`src/rtl/alu_pkg.sv`:
```
// Shared opcode encodings for the pipelined ALU and its combinational core.
package alu_pkg;

  localparam logic [2:0] OP_ADD = 3'd0;
  localparam logic [2:0] OP_SUB = 3'd1;
  localparam logic [2:0] OP_AND = 3'd2;
  localparam logic [2:0] OP_OR  = 3'd3;
  localparam logic [2:0] OP_XOR = 3'd4;
  localparam logic [2:0] OP_NOT = 3'd5;
  localparam logic [2:0] OP_SHL = 3'd6;
  localparam logic [2:0] OP_SHR = 3'd7;

endpackage

```
`src/rtl/alu_pipe_core.sv`:
```
// Combinational ALU datapath: (opcode, a, b) -> (result, zero, carry/borrow, overflow).
module alu_core
  import alu_pkg::*;
#(
  parameter int WIDTH = 8,
  parameter int SHW   = 3
) (
  input  logic [2:0]       opcode,
  input  logic [WIDTH-1:0] a,
  input  logic [WIDTH-1:0] b,
  output logic [WIDTH-1:0] result,
  output logic             z,
  output logic             c,
  output logic             v
);

  logic [WIDTH:0]   sum;
  logic [WIDTH:0]   diff;
  logic [SHW-1:0]   amt;
  logic             shift_oob;

  assign sum       = {1'b0, a} + {1'b0, b};
  assign diff      = {1'b0, a} - {1'b0, b};
  assign amt       = b[SHW-1:0];
  assign shift_oob = (int'(amt) >= WIDTH);

  // diff[WIDTH] is the borrow, i.e. set exactly when a < b unsigned
  always_comb begin
    result = '0;
    c      = 1'b0;
    v      = 1'b0;
    case (opcode)
      OP_ADD: begin
        result = sum[WIDTH-1:0];
        c      = sum[WIDTH];
        v      = (a[WIDTH-1] == b[WIDTH-1]) && (sum[WIDTH-1] != a[WIDTH-1]);
      end
      OP_SUB: begin
        result = diff[WIDTH-1:0];
        c      = diff[WIDTH];
        v      = (a[WIDTH-1] != b[WIDTH-1]) && (diff[WIDTH-1] != a[WIDTH-1]);
      end
      OP_AND:  result = a & b;
      OP_OR:   result = a | b;
      OP_XOR:  result = a ^ b;
      OP_NOT:  result = ~a;
      OP_SHL:  result = shift_oob ? '0 : (a << amt);
      OP_SHR:  result = shift_oob ? '0 : (a >> amt);
      default: result = '0;
    endcase
  end

  assign z = (result == '0);

endmodule

```
`src/rtl/alu_pipe.sv`:
```
// Two-stage valid/ready ALU pipeline with an optional accumulator feeding operand A.
module alu_pipe
  import alu_pkg::*;
#(
  parameter int WIDTH = 8,
  parameter int SHW   = 3
) (
  input  logic             clk,
  input  logic             rst_n,
  input  logic             in_valid,
  output logic             in_ready,
  input  logic [2:0]       opcode,
  input  logic             acc_sel,
  input  logic [WIDTH-1:0] a,
  input  logic [WIDTH-1:0] b,
  input  logic             acc_clr,
  output logic             out_valid,
  input  logic             out_ready,
  output logic [WIDTH-1:0] result,
  output logic             flag_z,
  output logic             flag_c,
  output logic             flag_v
);

  logic             s1_valid_q, s1_valid_d;
  logic [2:0]       s1_opcode_q, s1_opcode_d;
  logic             s1_acc_sel_q, s1_acc_sel_d;
  logic [WIDTH-1:0] s1_a_q, s1_a_d;
  logic [WIDTH-1:0] s1_b_q, s1_b_d;
  logic             out_valid_q, out_valid_d;
  logic [WIDTH-1:0] result_q, result_d;
  logic             flag_z_q, flag_z_d;
  logic             flag_c_q, flag_c_d;
  logic             flag_v_q, flag_v_d;
  logic [WIDTH-1:0] acc_q, acc_d;

  logic             s2_free;
  logic             xfer;
  logic             accept;
  logic [WIDTH-1:0] a_eff;
  logic [WIDTH-1:0] core_result;
  logic             core_z, core_c, core_v;

  assign s2_free  = !out_valid_q || out_ready;
  assign xfer     = s1_valid_q && s2_free;
  assign in_ready = !s1_valid_q || s2_free;
  assign accept   = in_valid && in_ready;

  // Accumulator is read at transfer time, so a chained op sees the previous op's result.
  assign a_eff = s1_acc_sel_q ? acc_q : s1_a_q;

  alu_core #(
    .WIDTH (WIDTH),
    .SHW   (SHW)
  ) u_core (
    .opcode (s1_opcode_q),
    .a      (a_eff),
    .b      (s1_b_q),
    .result (core_result),
    .z      (core_z),
    .c      (core_c),
    .v      (core_v)
  );

  always_comb begin
    s1_valid_d   = s1_valid_q;
    s1_opcode_d  = s1_opcode_q;
    s1_acc_sel_d = s1_acc_sel_q;
    s1_a_d       = s1_a_q;
    s1_b_d       = s1_b_q;
    out_valid_d  = out_valid_q;
    result_d     = result_q;
    flag_z_d     = flag_z_q;
    flag_c_d     = flag_c_q;
    flag_v_d     = flag_v_q;
    acc_d        = acc_q;

    if (accept) begin
      s1_valid_d   = 1'b1;
      s1_opcode_d  = opcode;
      s1_acc_sel_d = acc_sel;
      s1_a_d       = a;
      s1_b_d       = b;
    end else if (xfer) begin
      s1_valid_d = 1'b0;
    end

    if (xfer) begin
      out_valid_d = 1'b1;
      result_d    = core_result;
      flag_z_d    = core_z;
      flag_c_d    = core_c;
      flag_v_d    = core_v;
      acc_d       = core_result;
    end else if (out_ready) begin
      out_valid_d = 1'b0;
    end

    if (acc_clr) begin
      acc_d = '0;
    end
  end

  always_ff @(posedge clk or negedge rst_n) begin
    if (!rst_n) begin
      s1_valid_q   <= 1'b0;
      s1_opcode_q  <= '0;
      s1_acc_sel_q <= 1'b0;
      s1_a_q       <= '0;
      s1_b_q       <= '0;
      out_valid_q  <= 1'b0;
      result_q     <= '0;
      flag_z_q     <= 1'b0;
      flag_c_q     <= 1'b0;
      flag_v_q     <= 1'b0;
      acc_q        <= '0;
    end else begin
      s1_valid_q   <= s1_valid_d;
      s1_opcode_q  <= s1_opcode_d;
      s1_acc_sel_q <= s1_acc_sel_d;
      s1_a_q       <= s1_a_d;
      s1_b_q       <= s1_b_d;
      out_valid_q  <= out_valid_d;
      result_q     <= result_d;
      flag_z_q     <= flag_z_d;
      flag_c_q     <= flag_c_d;
      flag_v_q     <= flag_v_d;
      acc_q        <= acc_d;
    end
  end

  assign out_valid = out_valid_q;
  assign result    = result_q;
  assign flag_z    = flag_z_q;
  assign flag_c    = flag_c_q;
  assign flag_v    = flag_v_q;

endmodule

```
`config.mk`:
```
export PLATFORM = sky130hd
export DESIGN_NAME = alu_pipe
export DESIGN_NICKNAME = d
export VERILOG_FILES = /design/src/rtl/alu_pkg.sv /design/src/rtl/alu_pipe_core.sv /design/src/rtl/alu_pipe.sv
export SDC_FILE = /design/constraint.sdc
export NUM_CORES = 1
export LEC_CHECK = 0
export CAP_MARGIN = 5
export CORE_UTILIZATION = 45
export CTS_CLUSTER_DIAMETER = 80
export DETAILED_ROUTE_END_ITERATION = 6
export PLACE_DENSITY_LB_ADDON = 0.1
export SLEW_MARGIN = 30
export SYNTH_ARGS = -nofsm -noshare
export SYNTH_HDL_FRONTEND = slang
export SYNTH_SLANG_ARGS = --single-unit
```
`constraint.sdc`:
```
create_clock -name clk -period 8.3 [get_ports clk]
set_input_delay 2.49 -clock clk [delete_from_list [all_inputs] [get_ports clk]]
set_output_delay 2.49 -clock clk [all_outputs]
set_load 0.1 [all_outputs]
```
==> parameters.txt, run 1 <==
Parameter                              Value

Routing
  First-pass DRT Iterations ... 5
  Count of nets left with antenna violations after detail routing ... 0
  Average wire per cell in the routed design ... 18.04 µm
  Violation count after the first detailed-routing iteration ... 216
  Per-cell via count in the routed design ... around 6
  Total Routed Length ... 9.365 mm
  Via total after detailed routing ... a little over 3000
  Detailed-route DRC error count ... 0

Power
  Power density of the placed cells ... ~270 nW/µm²
  Worst ir drop on vdd ... 0.1178 mV
  Cell leakage power ... about 1.8 nW
  Total power consumption of the routed design ... 1.104 mW

STA
  Setup WS post-layout ... 1568 ps
  Final worst clock skew ... 5.704 ps
  Post-route minimum period ... 6733 ps
  Slew at the pin closest to its max-slew limit ... about 970 ps
  Slew margin rel. ... 0.3496
  Number of hold-slack violations in the final timing report ... 0
  Period Utilization, post-route ... 0.8111
  Final sum of negative setup slack ... 0 ps
  Max-slew violation count ... 0
  Smallest hold slack ... 482.7 ps
  Final setup violating endpoints ... 0
  Fmax ... around 0.15 GHz
  Unrepaired setup endpoints after global routing ... false

Yosys
  Cell type with the largest total area after synthesis ... sky130_fd_sc_hd__dfrtp_1
  Most instantiated library cell after synthesis ... sky130_fd_sc_hd__dfrtp_1
  Parity-gate share of the synthesized area counting xor and xnor cells ... 0.02440
  Top_reg_cell synth ... sky130_fd_sc_hd__dfrtp_1
  Post-Synthesis Net Count ... 449
  Post-synthesis mux area share ... 0.1638
  Seq/Total Area, Yosys ... 0.2858
  Adder-cell share of the synthesized area ... 0.1192
  Dominant combinational cell family by area after synthesis ... compound AO/OA/AOI/OAI gates
  Area share of the largest cell type after synthesis ... 0.2858
  Synthesis warning total ... 0
  Fraction of the mapped netlist area in simple logic gates ... 0.1544
  Synth top cells by count ... sky130_fd_sc_hd__dfrtp_1 (41), sky130_fd_sc_hd__nand2_1 (38), sky130_fd_sc_hd__ha_1 (31)
  Netlist cell types ... 70
  Async set-or-reset flop fraction in the synthesized netlist ... 1.000
  Cell Area, Synth ... 3590 µm²
  Average cell area after synthesis ... a little over 9 µm²
  Synth Instances ... about 390
  Count of flip-flops with a built-in enable after synthesis ... 0
  Largest cells by area after synthesis ... sky130_fd_sc_hd__dfrtp_1 (29%), sky130_fd_sc_hd__ha_1 (11%), sky130_fd_sc_hd__mux2_2 (7.5%)
  Area fraction in compound gates after synthesis ... 0.1858
  Number of synthesized register bits ... between 40 and 50

Hold path
  Class of the tightest hold or removal check ... reg2reg

Critical path
  Critical Path Source Type ... primary input
  Critical Path Max Stage Delay ... 1150 ps
  Max Fanout on Critical Path ... 3
  Kind of end point of the critical path ... output port
  Ordered list of cells on the worst path ... clkdlybuf4s50_1, nand3b_1, clkdlybuf4s50_1
  Critical path type ... in2out
  Most frequent CP cell ... sky130_fd_sc_hd__clkdlybuf4s50_1
  Highest-delay cell along the critical path ... sky130_fd_sc_hd__clkdlybuf4s50_1
  Arrival time at the worst endpoint ... around 4200 ps
  Required time of the worst setup path ... 5810 ps

Clock network
  Clock transition at the registers of the reported paths ... 80 ps
  Post-cts hold buffer count ... 0
  # clock sinks ... 41
  Setup repair bufs after CTS ... 0
  Clock latency at the later pin of the worst-skew pair ... ~300 ps
  CTS tree ... done
  Number of gates resized after cts ... 0
  Number of clock buffers inserted by TritonCTS ... 5
  Root buffer cell ... sky130_fd_sc_hd__clkbuf_8
  Deepest level of the CTS H-tree ... 2
  Max Buffers Root-to-Sink ... 2

Floorplan
  Overall die height ... 91.32 µm
  Starting utilization of the core area ... 0.4645
  Standard cell core area ... 7727 µm²
  I/O pin count ... 38
  Row count ... 32
  Overall die area ... 8338 µm²
  Width of the chip ... 91.32 µm

Global routing
  Total global-route track usage ... 0.2405
  Number of global-route vias before repair ... 2960
  Initial antenna violation count ... 0
  GRT busiest layer ... met2
  Global Route met2 Usage ... 0.3958
  GR met1 Demand/Resource ... 0.3223
  Maximum number of pins on one net before global-route repair ... 42
  Total congestion overflow ... 0
  Wire length of the first global-routing pass ... 15.48 mm
  Met3 layer usage reported by global route ... 0.04104

Final layout
  Synthesis-to-layout area growth ... 14.05%
  Layout Cells excl Fill ... a little over 500
  Finished Core Util ... 0.5298
  Post-layout nets ... around 470
  Final standard cell area without fillers ... just over 4000 µm²
  Ratio of cells with drive above 1 in the final layout ... 0.1439
  Antenna diodes ... 0

Run status
  Outcome ... completed

Placed design
  Port Buffer Count ... 37
  Post-detail-place hpwl ... 7.187 mm
  Placement-stage cell area ... approximately 4000 µm²
  Cell Count Post-Placement ... between 500 and 600
  Worst slack at placement ... between 1500 and 2000 ps
  Final estimated routing congestion in global placement ... around 0.9

Run
  Max Cap Violations ... 0
worst paths after layout:
| kind | start | to | slack (ps) | cells past startpoint |
|---|---|---|---|---|
| setup / recovery | out_ready | in_ready | 1570 | 3 |
| hold / removal | result[4] | result[4] | 480 | 2 |
| setup reg to reg | s1_acc_sel_q | flag_z | 4690 | 10 |
| hold reg to reg | result[4] | result[4] | 480 | 2 |
| max in group asynchronous | rst_n | s1_b_q[3] | 5770 | 1 |
| min in group asynchronous | rst_n | s1_b_q[1] | 2150 | 1 |
cells by family (layout without fill, tap and decap cells):
logic type	count (synthesis)	after routing
AOI/OAI and AO/OA	97	97
xor gates and xnor gates	10	10
adders and majority gates	33	33
buffers and inverters	51	77
DFF	41	41
muxes	47	47
and+or+nand+nor	112	112
cells in the final DEF (no fill, tap or decap), types with 6 or more instances in the layout:
master,count
sky130_fd_sc_hd__nand2_1,38
sky130_fd_sc_hd__mux2i_1,11
sky130_fd_sc_hd__inv_1,24
sky130_fd_sc_hd__a21oi_1,21
sky130_fd_sc_hd__nor3_1,10
sky130_fd_sc_hd__nand3_1,7
sky130_fd_sc_hd__nor2b_1,6
sky130_fd_sc_hd__o211ai_1,6
sky130_fd_sc_hd__nor2_1,23
sky130_fd_sc_hd__o21ai_0,16
sky130_fd_sc_hd__nand2b_1,10
sky130_fd_sc_hd__ha_1,31
sky130_fd_sc_hd__dfrtp_1,41
sky130_fd_sc_hd__xnor2_1,8
sky130_fd_sc_hd__o22ai_1,10
sky130_fd_sc_hd__a211oi_1,7
sky130_fd_sc_hd__clkbuf_8,6
sky130_fd_sc_hd__mux2_2,24
sky130_fd_sc_hd__clkdlybuf4s50_1,36
cell type report:
class | instances | area [µm²]
Clock inverter | 2 | 37.54
Sequential cell | 41 | 1026
Clock buffer | 6 | 82.58
Tap cell | 102 | 127.6
Fill cell | 757 | 3633
Inverter | 30 | 112.6
Timing Repair Buffer | 39 | 382.9
Multi-Input combinational cell | 299 | 2325
metal layers:
layer,vias up,part of all wire
met5,-,0
met4,0,0.021
met3,16,0.051
met2,105,0.47
met1,1463,0.46
li1,1456,-
power by group:
part / internal [mW] / switching [mW] / total [mW] / leakage (nW)
Sequential: 0.238 / 0.0491 / 0.288 / 0.497
Combinational: 0.233 / 0.412 / 0.645 / 1.20
Clock: 0.0979 / 0.0738 / 0.172 / 0.0574
Total: 0.569 / 0.535 / 1.10 / 1.75
critical path: cells and delay by family:
kind,cells,cell delay (ps)
and+or+nand+nor,1,140
buffers and inverters,2,1610
registers in the layout (all words and copies together), names as in the netlist:
name	count
acc_q	8
result	8
s1_a_q	8
s1_b_q	8
s1_opcode_q	3
flag_c	1
flag_v	1
flag_z	1
out_valid	1
s1_acc_sel_q	1
s1_valid_q	1
Note: power is estimated with default switching activity, not from simulation.
==> run 2, diff against run 1 <==
==> constraint.sdc (replaced) <==
create_clock -name clk -period 5.9 [get_ports clk]
set_input_delay 1.77 -clock clk [delete_from_list [all_inputs] [get_ports clk]]
set_output_delay 1.77 -clock clk [all_outputs]
set_load 0.1 [all_outputs]
==> parameters.txt, run 2 (synthesized netlist as in run 1, its figures left out) <==
Parameter                              Value

Run status
  Outcome ... completed (unchanged)

Critical path
  Critical path type ... in2out (unchanged)
  Max Fanout on Critical Path ... 3 (unchanged)
  Critical Path Max Stage Delay ... 460 ps (was 1150 ps)
  Highest-delay cell along the critical path ... sky130_fd_sc_hd__clkdlybuf4s50_1 (unchanged)
  Arrival time at the worst endpoint ... 2680 ps (was 4240 ps)
  Required time of the worst setup path ... 4130 ps (was 5810 ps)
  Critical Path Source Type ... primary input (unchanged)
  Worst r2r path cells ... 10 (unchanged)
  Kind of end point of the critical path ... output port (unchanged)
  Ordered list of cells on the worst path ... clkdlybuf4s50_1, nand3b_1, buf_4 (was clkdlybuf4s50_1, nand3b_1, clkdlybuf4s50_1)

STA
  Final worst clock skew ... 4.834 ps (was 5.704 ps)
  Final sum of negative setup slack ... 0 ps (unchanged)
  Post-route minimum period ... ~4400 ps
  Fmax ... 0.2249 GHz
  Number of hold-slack violations in the final timing report ... 0 (unchanged)
  Slew at the pin closest to its max-slew limit ... 967.7 ps (was 972.5 ps)
  Slew margin rel. ... 0.3528 (was 0.3496)
  Period Utilization, post-route ... 0.7535
  Unrepaired setup endpoints after global routing ... false (unchanged)
  Max-slew violation count ... 0 (unchanged)
  Final setup violating endpoints ... 0 (unchanged)

Clock network
  CTS tree ... done (unchanged)
  Deepest level of the CTS H-tree ... 2 (unchanged)
  Clock latency at the later pin of the worst-skew pair ... 300 ps (about the same)
  Setup repair bufs after CTS ... 0 (unchanged)
  Number of gates resized after cts ... 0 (unchanged)
  Root buffer cell ... sky130_fd_sc_hd__clkbuf_8 (unchanged)
  # clock sinks ... 41 (unchanged)
  Max Buffers Root-to-Sink ... 2 (unchanged)
  Number of clock buffers inserted by TritonCTS ... 5 (unchanged)
  Post-cts hold buffer count ... 0 (unchanged)
  Clock transition at the registers of the reported paths ... 80 ps (about the same)

Routing
  Average wire per cell in the routed design ... 17.73 µm (was 18.04 µm)
  Via total after detailed routing ... 3033 (was 3040)
  Total Routed Length ... 9.203 mm (was 9.365 mm)
  Detailed-route DRC error count ... 0 (unchanged)
  Violation count after the first detailed-routing iteration ... 142 (was 216)
  Per-cell via count in the routed design ... 5.844 (was 5.857)
  Count of nets left with antenna violations after detail routing ... 0 (unchanged)
  First-pass DRT Iterations ... 4 (was 5)

Floorplan
  Width of the chip ... 91.32 µm (unchanged)
  Standard cell core area ... 7727 µm² (unchanged)
  Starting utilization of the core area ... 0.4645 (unchanged)
  Overall die height ... 91.32 µm (unchanged)
  Row count ... 32 (unchanged)
  Overall die area ... 8338 µm² (unchanged)
  I/O pin count ... 38 (unchanged)

Final layout
  Post-layout nets ... 474 (unchanged)
  Filler cells ... 731 (was 757)
  Layout Cells excl Fill ... 519 (unchanged)
  Top library cells by usage in the layout, fill and taps aside ... sky130_fd_sc_hd__dfrtp_1 (41), sky130_fd_sc_hd__nand2_1 (38), sky130_fd_sc_hd__clkdlybuf4s50_1 (35) (was sky130_fd_sc_hd__dfrtp_1 (41), sky130_fd_sc_hd__nand2_1 (38), sky130_fd_sc_hd__clkdlybuf4s50_1 (36))
  Finished Core Util ... 0.5251 (was 0.5298)
  Most common cell after layout, fill and taps aside ... sky130_fd_sc_hd__dfrtp_1 (unchanged)
  Ratio of cells with drive above 1 in the final layout ... 0.1463 (was 0.1439)
  Synthesis-to-layout area growth ... 13.04% (was 14.05%)
  Antenna diodes ... 0 (unchanged)

Global routing
  Wire length of the first global-routing pass ... 15.59 mm (was 15.48 mm)
  Total global-route track usage ... 0.2407 (was 0.2405)
  Initial antenna violation count ... 0 (unchanged)
  Maximum number of pins on one net before global-route repair ... 42 (unchanged)
  Number of global-route vias before repair ... 2967 (was 2960)
  Total congestion overflow ... 0 (unchanged)

Power
  Total power consumption of the routed design ... 1.494 mW (was 1.104 mW)
  Cell leakage power ... 1.738 nW (was 1.752 nW)
  Power density of the placed cells ... 368.3 nW/µm² (was 269.7 nW/µm²)
  Worst ir drop on vdd ... 0.2020 mV (was 0.1178 mV)

Placed design
  Final estimated routing congestion in global placement ... 0.8795 (was 0.9243)
  Cell Count Post-Placement ... 511 (unchanged)
  Port Buffer Count ... 37 (unchanged)
  Post-detail-place hpwl ... 7.076 mm (was 7.187 mm)

Hold path
  Number of cells traversed by the worst hold path ... 2 (unchanged)
  Class of the tightest hold or removal check ... reg2reg (unchanged)

Run
  Max Cap Violations ... 0 (unchanged)
==> run 2: cell count changes in the layout (fill, tap and decap cells not counted) <==
cell                              before  now
sky130_fd_sc_hd__buf_4                 3    4
sky130_fd_sc_hd__bufinv_16             1    0
sky130_fd_sc_hd__clkbuf_8              6    5
sky130_fd_sc_hd__clkdlybuf4s50_1      36   35
sky130_fd_sc_hd__clkinv_2              0    2
==> run 2: layout make-up <==
| class | instances | area, µm² | area share |
|---|---|---|---|
| Clock buffer | 5 | 68.82 | 0.01696 |
| Clock inverter | 3 | 17.52 | 0.004317 |
| Inverter | 30 | 112.6 | 0.02775 |
| Multi-Input combinational cell | 299 | 2325 | 0.5729 |
| Sequential cell | 41 | 1026 | 0.2529 |
| Tap cell | 102 | 127.6 | 0.03145 |
| Timing Repair Buffer | 39 | 380.4 | 0.09374 |
==> run 2: final timing paths <==
kind / startpoint / to / slack (ps)
worst max-delay path: out_ready / in_ready / 1450
worst min-delay path: result[7] / result[7] / 480
worst max register to register: s1_acc_sel_q / flag_z / 2290
worst min register to register: result[7] / result[7] / 480
max in group asynchronous: rst_n / s1_b_q[5] / 4100
min in group asynchronous: rst_n / s1_b_q[1] / 1430
==> run 2: worst max-delay path, delay by kind of cell <==
kind          cells  cell delay (ps)
simple gates      1              140
buf+inv           2              770
==> run 2: per-stage QoR <==
| step | hold slack (ps) | setup slack [ps] | cell area (µm²) |
|---|---|---|---|
| 2_1_floorplan | 471.1 | 1533 | 3590 |
| 3_3_place_gp | 465.8 | 1457 | 3969 |
| 6_report | 484.6 | 1454 | 4058 |
| 4_1_cts | 487.7 | 1448 | 4055 |
| 5_1_grt | 518.1 | 1385 | 4058 |
| 3_5_place_dp | 467.1 | 1448 | 3969 |
==> run 2: where the power goes <==
group	internal [mW]	switching [mW]	total, mW
logic	0.327	0.581	0.908
registers	0.336	0.0665	0.402
clock network	0.0817	0.103	0.185
==> run 2: layer usage <==
layer	vias to the layer above	share of wire	routed length [µm]	global-route usage
met5	-	0	0	0
met4	0	0.024	218	0.08995
met3	18	0.051	470	0.03518
met2	96	0.47	4338	0.3838
met1	1459	0.45	4175	0.3305
li1	1460	-	-	-
==> run 3, diff against run 2 <==
==> constraint.sdc (replaced) <==
create_clock -name clk -period 3.6 [get_ports clk]
set_input_delay 1.08 -clock clk [delete_from_list [all_inputs] [get_ports clk]]
set_output_delay 1.08 -clock clk [all_outputs]
set_load 0.1 [all_outputs]
==> parameters.txt, run 3 (synthesized netlist as in run 1, its figures left out) <==
Parameter                              Value

Final layout
  Post-layout nets ... 490 (was 474)
  Synthesis-to-layout area growth ... 16.17% (was 13.04%)
  Layout Cells excl Fill ... 535 (was 519)
  Filler cells ... 758 (was 731)
  Ratio of cells with drive above 1 in the final layout ... 0.2055 (was 0.1463)
  Antenna diodes ... 0 (unchanged)
  Top library cells by usage in the layout, fill and taps aside ... sky130_fd_sc_hd__dfrtp_1 (41), sky130_fd_sc_hd__nand2_1 (38), sky130_fd_sc_hd__ha_1 (31) (was sky130_fd_sc_hd__dfrtp_1 (41), sky130_fd_sc_hd__nand2_1 (38), sky130_fd_sc_hd__clkdlybuf4s50_1 (35))
  Most common cell after layout, fill and taps aside ... sky130_fd_sc_hd__dfrtp_1 (unchanged)

Run status
  Outcome ... completed (unchanged)

Critical path
  Number of logic stages on the critical path including buffering ... 10 (was 3)
  Required time of the worst setup path ... 3800 ps (was 4130 ps)
  Worst r2r path cells ... 10 (unchanged)
  Max Fanout on Critical Path ... 9 (was 3)
  Arrival time at the worst endpoint ... 3480 ps (was 2680 ps)
  Critical path type ... reg2reg (was in2out)
  End of the worst register-to-register path ... flag_z (unchanged)
  Register-to-Register Setup Slack ... 320 ps (was 2290 ps)
  Highest-delay cell along the critical path ... sky130_fd_sc_hd__dfrtp_1 (was sky130_fd_sc_hd__clkdlybuf4s50_1)
  Kind of end point of the critical path ... flip-flop (was output port)
  Critical Path Source Type ... flip-flop (was primary input)
  Worst Setup SP ... s1_acc_sel_q (was out_ready)
  Ordered list of cells on the worst path ... buf_4, mux2i_2, ha_1, nor2b_1, o22ai_1, a221o_1, o32ai_1, a211oi_1, or2_1, o41ai_2 (was clkdlybuf4s50_1, nand3b_1, buf_4)
  Capturing instance or port of the critical path ... flag_z (was in_ready)
  Critical Path Max Stage Delay ... 670 ps (was 460 ps)
  Beginning of the worst register-to-register path ... s1_acc_sel_q (unchanged)
  Buffer and inverter count on the worst path ... 1 (was 2)
  Kind of cell adding the most delay to the critical path ... compound AO/OA/AOI/OAI gates (was buffers and inverters)

Clock network
  Max Buffers Root-to-Sink ... 2 (unchanged)
  Number of clock buffers inserted by TritonCTS ... 5 (unchanged)
  Number of gates resized after cts ... 0 (unchanged)
  Root buffer cell ... sky130_fd_sc_hd__clkbuf_8 (unchanged)
  Setup repair bufs after CTS ... 0 (unchanged)
  Clock latency at the later pin of the worst-skew pair ... 290 ps (was 300 ps)
  Deepest level of the CTS H-tree ... 2 (unchanged)
  CTS tree ... done (unchanged)
  Post-cts hold buffer count ... 0 (unchanged)
  # clock sinks ... 41 (unchanged)
  Clock transition at the registers of the reported paths ... 90 ps (was 80 ps)

STA
  Unrepaired setup endpoints after global routing ... false (unchanged)
  Slew at the pin closest to its max-slew limit ... 789.4 ps (was 967.7 ps)
  Fmax ... 0.3049 GHz
  Slew margin rel. ... 0.4738 (was 0.3528)
  Max-slew violation count ... 0 (unchanged)
  Final worst clock skew ... 6.709 ps (was 4.834 ps)
  Number of hold-slack violations in the final timing report ... 0 (unchanged)
  Smallest hold slack ... 481.8 ps (was 484.6 ps)
  Setup WS post-layout ... 320.6 ps (was 1454 ps)
  Final setup violating endpoints ... 0 (unchanged)
  Post-route minimum period ... 3279 ps
  Final sum of negative setup slack ... 0 ps (unchanged)
  Period Utilization, post-route ... 0.9109

Routing
  First-pass DRT Iterations ... 5 (was 4)
  Total Routed Length ... 10.09 mm (was 9.203 mm)
  Per-cell via count in the routed design ... 5.938 (was 5.844)
  Count of nets left with antenna violations after detail routing ... 0 (unchanged)
  Average wire per cell in the routed design ... 18.86 µm (was 17.73 µm)
  Detailed-route DRC error count ... 0 (unchanged)
  Via total after detailed routing ... 3177 (was 3033)
  Violation count after the first detailed-routing iteration ... 285 (was 142)

Global routing
  Total global-route track usage ... 0.2543 (was 0.2407)
  Total congestion overflow ... 0 (unchanged)
  Number of global-route vias before repair ... 3151 (was 2967)
  Maximum number of pins on one net before global-route repair ... 29 (was 42)
  Initial antenna violation count ... 0 (unchanged)
  Wire length of the first global-routing pass ... 16.35 mm (was 15.59 mm)

Floorplan
  Row count ... 32 (unchanged)
  Overall die area ... 8338 µm² (unchanged)
  Width of the chip ... 91.32 µm (unchanged)
  Starting utilization of the core area ... 0.4645 (unchanged)
  Standard cell core area ... 7727 µm² (unchanged)
  Overall die height ... 91.32 µm (unchanged)
  I/O pin count ... 38 (unchanged)

Hold path
  Class of the tightest hold or removal check ... reg2reg (unchanged)
  Startpoint of the tightest hold check path ... result[5] (was result[7])

Placed design
  Cell Count Post-Placement ... 527 (was 511)
  Final estimated routing congestion in global placement ... 0.9881 (was 0.8795)
  Port Buffer Count ... 37 (unchanged)
  Worst slack at placement ... 348.5 ps (was 1448 ps)
  Post-detail-place hpwl ... 7.949 mm (was 7.076 mm)

Power
  Cell leakage power ... 1.837 nW (was 1.738 nW)
  Worst ir drop on vdd ... 0.3114 mV (was 0.2020 mV)
  Power density of the placed cells ... 601.4 nW/µm² (was 368.3 nW/µm²)

Run
  Max Cap Violations ... 0 (unchanged)
==> run 3: cell count changes in the layout (fill, tap and decap cells not counted) <==
cell                              delta
sky130_fd_sc_hd__clkdlybuf4s50_1    -12
sky130_fd_sc_hd__buf_12              +2
sky130_fd_sc_hd__buf_2               +1
sky130_fd_sc_hd__buf_4              +25
==> run 3: worst min-delay path by stage <==
stage          slack (ps)  cells after the start        end
3_3_place_gp          470                      2  result[5]
4_1_cts               490                      2  result[5]
6_report              480                      2  result[5]
2_1_floorplan         470                      1  out_valid
5_1_grt               520                      2  result[5]
3_5_place_dp          470                      2  result[5]
==> run 3: layout make-up <==
type / count / area, µm² / area share
Clock buffer: 5 / 68.82 / 0.01650
Clock inverter: 3 / 17.52 / 0.004200
Inverter: 30 / 112.6 / 0.02700
Multi-Input combinational cell: 299 / 2325 / 0.5575
Sequential cell: 41 / 1026 / 0.2460
Tap cell: 102 / 127.6 / 0.03060
Timing Repair Buffer: 55 / 493.0 / 0.1182
==> run 3: layer usage <==
metal  global-route usage  part of all wire  wire, µm
met1               0.3510              0.46      4595
met3              0.03099             0.054       547
met4              0.08466             0.028       282
met5                    0                 0         0
met2               0.4135              0.46      4663
==> run 3: stage by stage <==
step	util	power, mW	instance area [µm²]
floorplan	-	1.793	3590
global placement	0.5259	2.190	4064
detailed placement	0.5285	2.200	4084
CTS	0.5397	2.517	4170
global route	0.5397	2.661	4170
finish	0.5397	2.508	4170
==> run 3: report_power, final <==
| group | switching [mW] | internal (mW) | total, mW | leakage [nW] |
|---|---|---|---|---|
| Sequential | 0.0941 | 0.550 | 0.644 | 0.497 |
| Clock | 0.173 | 0.134 | 0.307 | 0.0439 |
| Combinational | 0.995 | 0.562 | 1.56 | 1.30 |
| Total | 1.26 | 1.25 | 2.51 | 1.84 |
==> run 3: worst min-delay path: cells and delay by family (launching register included) <==
kind          cells  cell delay [ps]
flops             1              350
simple gates      2              110
